## src/rtl/ffbank_clrset_seq.sv

```systemverilog
// ffbank_clrset_seq
// Sequences the asynchronous clear/set pins of a D flip-flop bank. One
// operation drives clr_n or set_n low for ASSERT_CYC cycles, then holds
// clk_en low for RECOV_CYC more cycles so that no capturing edge falls
// inside the flops' recovery window. Requests are latched as pending flags
// and set has priority over clear. Reset is treated as a clear operation.
module ffbank_clrset_seq #(
    parameter int ASSERT_CYC = 4,
    parameter int RECOV_CYC  = 2,
    parameter int CNT_W      = 4
) (
    input  logic clk,
    input  logic rst,
    input  logic clr_req,
    input  logic set_req,
    output logic clr_n,
    output logic set_n,
    output logic clk_en,
    output logic busy,
    output logic done,
    output logic op_set
);

    typedef enum logic [1:0] {
        ST_IDLE    = 2'd0,
        ST_ASSERT  = 2'd1,
        ST_RECOVER = 2'd2
    } state_t;

    localparam logic [CNT_W-1:0] ASSERT_LOAD = CNT_W'(ASSERT_CYC - 1);
    localparam logic [CNT_W-1:0] RECOV_LOAD  = CNT_W'(RECOV_CYC - 1);
    localparam logic [CNT_W-1:0] CNT_ZERO    = {CNT_W{1'b0}};
    localparam logic [CNT_W-1:0] CNT_ONE     = CNT_W'(1);

    state_t           state_q;
    logic [CNT_W-1:0] cnt_q;
    logic             pend_clr_q;
    logic             pend_set_q;
    logic             clr_n_q;
    logic             set_n_q;
    logic             clk_en_q;
    logic             busy_q;
    logic             done_q;
    logic             op_set_q;

    // Pending view including this cycle's request, so a request seen in
    // IDLE launches on the very next edge and one seen while busy is kept.
    logic pend_clr_d;
    logic pend_set_d;

    assign pend_clr_d = pend_clr_q | clr_req;
    assign pend_set_d = pend_set_q | set_req;

    // Sequencer FSM: state, shared down-counter, pending flags, and all
    // bank-facing outputs registered so the async pins never glitch.
    always_ff @(posedge clk) begin
        if (rst) begin
            state_q    <= ST_ASSERT;
            cnt_q      <= ASSERT_LOAD;
            pend_clr_q <= 1'b0;
            pend_set_q <= 1'b0;
            clr_n_q    <= 1'b0;
            set_n_q    <= 1'b1;
            clk_en_q   <= 1'b0;
            busy_q     <= 1'b1;
            done_q     <= 1'b0;
            op_set_q   <= 1'b0;
        end else begin
            done_q <= 1'b0;
            case (state_q)
                ST_IDLE: begin
                    if (pend_set_d) begin
                        // Set wins, matching the flop's set-override priority.
                        state_q    <= ST_ASSERT;
                        cnt_q      <= ASSERT_LOAD;
                        pend_set_q <= 1'b0;
                        pend_clr_q <= pend_clr_d;
                        clr_n_q    <= 1'b1;
                        set_n_q    <= 1'b0;
                        clk_en_q   <= 1'b0;
                        busy_q     <= 1'b1;
                        op_set_q   <= 1'b1;
                    end else if (pend_clr_d) begin
                        state_q    <= ST_ASSERT;
                        cnt_q      <= ASSERT_LOAD;
                        pend_set_q <= 1'b0;
                        pend_clr_q <= 1'b0;
                        clr_n_q    <= 1'b0;
                        set_n_q    <= 1'b1;
                        clk_en_q   <= 1'b0;
                        busy_q     <= 1'b1;
                        op_set_q   <= 1'b0;
                    end else begin
                        state_q    <= ST_IDLE;
                        pend_set_q <= 1'b0;
                        pend_clr_q <= 1'b0;
                        clr_n_q    <= 1'b1;
                        set_n_q    <= 1'b1;
                        clk_en_q   <= 1'b1;
                        busy_q     <= 1'b0;
                    end
                end
                ST_ASSERT: begin
                    pend_set_q <= pend_set_d;
                    pend_clr_q <= pend_clr_d;
                    clk_en_q   <= 1'b0;
                    busy_q     <= 1'b1;
                    if (cnt_q == CNT_ZERO) begin
                        state_q <= ST_RECOVER;
                        cnt_q   <= RECOV_LOAD;
                        clr_n_q <= 1'b1;
                        set_n_q <= 1'b1;
                    end else begin
                        cnt_q <= cnt_q - CNT_ONE;
                    end
                end
                ST_RECOVER: begin
                    pend_set_q <= pend_set_d;
                    pend_clr_q <= pend_clr_d;
                    clr_n_q    <= 1'b1;
                    set_n_q    <= 1'b1;
                    if (cnt_q == CNT_ZERO) begin
                        state_q  <= ST_IDLE;
                        clk_en_q <= 1'b1;
                        busy_q   <= 1'b0;
                        done_q   <= 1'b1;
                    end else begin
                        cnt_q    <= cnt_q - CNT_ONE;
                        clk_en_q <= 1'b0;
                        busy_q   <= 1'b1;
                    end
                end
                default: begin
                    // Unreachable encoding: restart as a clear, like reset.
                    state_q    <= ST_ASSERT;
                    cnt_q      <= ASSERT_LOAD;
                    pend_clr_q <= 1'b0;
                    pend_set_q <= 1'b0;
                    clr_n_q    <= 1'b0;
                    set_n_q    <= 1'b1;
                    clk_en_q   <= 1'b0;
                    busy_q     <= 1'b1;
                    op_set_q   <= 1'b0;
                end
            endcase
        end
    end

    assign clr_n  = clr_n_q;
    assign set_n  = set_n_q;
    assign clk_en = clk_en_q;
    assign busy   = busy_q;
    assign done   = done_q;
    assign op_set = op_set_q;

endmodule

```

## config.mk

```make
export PLATFORM = sky130hd
export DESIGN_NAME = ffbank_clrset_seq
export DESIGN_NICKNAME = d
export VERILOG_FILES = /design/src/rtl/ffbank_clrset_seq.sv
export SDC_FILE = /design/constraint.sdc
export NUM_CORES = 1
export LEC_CHECK = 0
export CAP_MARGIN = 20
export CORE_ASPECT_RATIO = 0.9
export CORE_MARGIN = 2
export CORE_UTILIZATION = 50
export DETAILED_ROUTE_END_ITERATION = 16
export GPL_TIMING_DRIVEN = 1
export MAX_ROUTING_LAYER = met4
export PLACE_DENSITY = 0.79
export RECOVER_POWER = 25
export SLEW_MARGIN = 25
export SYNTH_ARGS = -nofsm -noshare
export SYNTH_HDL_FRONTEND = slang
export SYNTH_SLANG_ARGS = --single-unit
```

## constraint.sdc

```tcl
create_clock -name clk -period 2.3 [get_ports clk]
set_clock_uncertainty 0.15 [all_clocks]
set_input_delay 0.345 -clock clk [delete_from_list [all_inputs] [get_ports clk]]
set_output_delay 0.345 -clock clk [all_outputs]
set_load 0.02 [all_outputs]
```

==> key figures <==
Cells and area
  • Fraction of layout cells with a size suffix above 1: 9.474%
  • Area growth, synth to finish: 17.38%
  • Fillcell total: 123
  • Fin nets: 106
  • Ant diodes: 0

Die
  • Initial core utilization: 51.97%
  • Site Rows: 13
  • DIE HEIGHT: 40.18 um
  • Core area: 1399 sq um
  • Die footprint: 1775 sq um
  • I/O Pins: 10
  • Die outline width: 44.19 um

Flow run
  • MaxCap Viol Count: 0

Route
  • Pre-Repair DR Iteration Count: 4
  • DRT iter0 DRCs: 12
  • DR WL/cell: 11.88 um
  • Post-Route WL: 1.307 mm
  • Routed vias/inst: 5.845
  • Vias: 643
  • DRC Markers: 0
  • Final ANT Viol Nets: 0

Placed design
  • Pre-CTS WS: 0.3375 ns
  • HPWL after DPL: 971.7 um
  • GP Congestion: 0.8244
  • Input/output buffers: 9

Clock tree
  • Root buffer cell: clkbuf_4
  • Worst-Skew Late Latency: 0.29 ns
  • Clk buf depth: 2
  • Total CTS buffers: 3
  • Clock Sinks: 14
  • H-Tree Depth: 1
  • Post-cts sizing count: 0
  • Hold-fix buffers, CTS: 0
  • Post-CTS setup buffer count: 0
  • Clk slew on worst S/H paths: 0.09 ns
  • CTS tree: built

Setup path
  • Largest fanout on the critical path: 6
  • Critical Path AT: 1.97 ns
  • Worst Path Required: 2.36 ns
  • Flop2flop setup slack: 0.39 ns
  • Worst r2r dst: cnt_q[2]
  • RR Startpoint: state_q[0]
  • Kind of critical path: reg -> reg
  • Setup crit end kind: register
  • Cells on worst reg2reg path: 5
  • Crit path launch: state_q[0]
  • Startpoint types: register

GRT
  • Vias in the first global route: 538
  • Global-route wire length before repair: 2.332 mm
  • Pin count of the biggest net entering global routing: 14
  • Total track usage: 19.06%
  • Initial antenna violation count: 0
  • Gr ovfl total: 0

Synthesis
  • Synth unique cells: 31
  • Mapped Nets: 94
  • Post-Syn Area: 726.9 sq um
  • Top FF cell, synth: dfxtp_1
  • FFs w/ async S/R, synth: 0%
  • Yosys warning total: 0
  • Sequential element share of the synthesized area: 38.55%
  • EDFF count, synth: 0
  • Mean Syn Cell Area: 8.654 sq um
  • Post-Synthesis Cells: 84
  • FF+latch count, synth: 14

STA
  • Fin. max-slew vios: 0
  • Post-route setup slack: 0.3918 ns
  • Total negative slack for setup checks: 0 ns
  • Final Setup Violations: 0
  • RSZ-0062 raised after global routing: false
  • Final Hold Fails: 0
  • Final period util: 82.97%
  • Final min period: 1.908 ns
  • Max_slew headroom: 71.04%
  • FMAX: 524.0 MHz
  • Worst-Margin Slew: 0.4344 ns

Power
  • Worst VDD drop: 0.5367 mV
  • Leakage power: 0.3551 nW
  • Power Dens Cells: 999.0 nW/um^2

Hold path
  • Hold path start: clr_n
  • Worst Hold Depth: 2
  • Hold path endpoint: clr_n
  • Worst Hold Class: reg -> reg

Status
  • Status: finished, final reports clean
## kinds of logic after synthesis
kind of cell    after synthesis  share of synthesized area, %
simple gates                 34                         26.34
buf+inv                       9                         6.712
flops                        14                         38.55
compound gates               21                         18.07
fa+ha+maj                     6                         10.33
## stage by stage
stage	utilization [%]	hold slack [ns]	cells	total power (W)	instance area (sq um)
after detailed placement	58.41	0.3328	106	0.0006777	817.0
after global placement	58.41	0.3224	106	0.0006689	817.0
after floorplan	-	0.2781	84	0.0005985	726.9
after CTS	61.00	0.3457	110	0.0008527	853.3
after global routing	61.00	0.3696	110	0.0009161	853.3
final	61.00	0.3433	110	0.0008524	853.3
## metal layers
metal | track usage, % | share of wire (%) | up-vias
met5 | - | 0 | -
li1 | - | - | 325
met1 | 23.99 | 47 | 290
met4 | 9.091 | 2.6 | 0
met2 | 29.41 | 44 | 23
met3 | 4.054 | 6.4 | 5
## cells in the final DEF, fill, tap and decap left out, types with 2 or more instances in the layout
cell             Yosys  routed
nor2_1              14      14
nor3_1               5       5
clkdlybuf4s50_1      0       7
clkbuf_4             0       3
o21ai_0              2       2
a21oi_1             10      10
dfxtp_1             14      14
nand2_1              2       2
ha_1                 6       6
inv_1                6       6
nand4b_1             2       2
dlygate4sd3_1        0       2
## cell type report
class | instances | area [sq um] | share of cell area, %
clock buffer | 4 | 36.28 | 4.252
inverter | 6 | 22.52 | 2.639
tap | 15 | 18.77 | 2.199
timing repair buffer | 10 | 97.59 | 11.44
multi-input combinational | 61 | 397.9 | 46.63
sequential | 14 | 280.3 | 32.84
## report_power, final
| group | internal [W] | total [W] | leakage [nW] | switching, W |
|---|---|---|---|---|
| combinational | 0.000142 | 0.000339 | 0.220 | 0.000197 |
| sequential | 0.000294 | 0.000335 | 0.115 | 0.0000406 |
| clock | 0.0000965 | 0.000179 | 0.0210 | 0.0000821 |
| total | 0.000533 | 0.000852 | 0.355 | 0.000320 |
## synthesized netlist by cell type, drive strengths merged (2+ instances only)
| library cell | instances | area [sq um] |
|---|---|---|
| nand4b | 2 | 17.52 |
| inv | 6 | 22.52 |
| a21oi | 10 | 50.05 |
| a211oi | 2 | 20.02 |
| nand2 | 3 | 13.77 |
| dfxtp | 14 | 280.3 |
| ha | 6 | 75.07 |
| nor3 | 5 | 25.02 |
| nor2 | 14 | 52.55 |
| o21ai | 3 | 15.01 |
| nor4 | 2 | 18.77 |
| buf | 3 | 26.27 |
## worst max-delay path by stage
stage / to
after floorplan: cnt_q[2]
after global placement: op_set
after detailed placement: op_set
after CTS: cnt_q[2]
after global routing: cnt_q[2]
final: cnt_q[2]
## worst max-delay path, cell delays in order, from the launching register on
cell and delay (ns):
dfxtp_1 0.40, inv_1 0.09, ha_1 0.37, inv_1 0.15
or4b_1 0.51, a31oi_1 0.17
## state kept, by name, indices dropped and copies added (netlist names)
| register | flops |
|---|---|
| cnt_q | 4 |
| set_n | 1 |
| clr_n | 1 |
| clk_en | 1 |
| op_set | 1 |
| pend_clr_q | 1 |
| done | 1 |
| pend_set_q | 1 |
| state_q | 2 |
| busy | 1 |
Note: power is estimated with default switching activity, not from simulation.
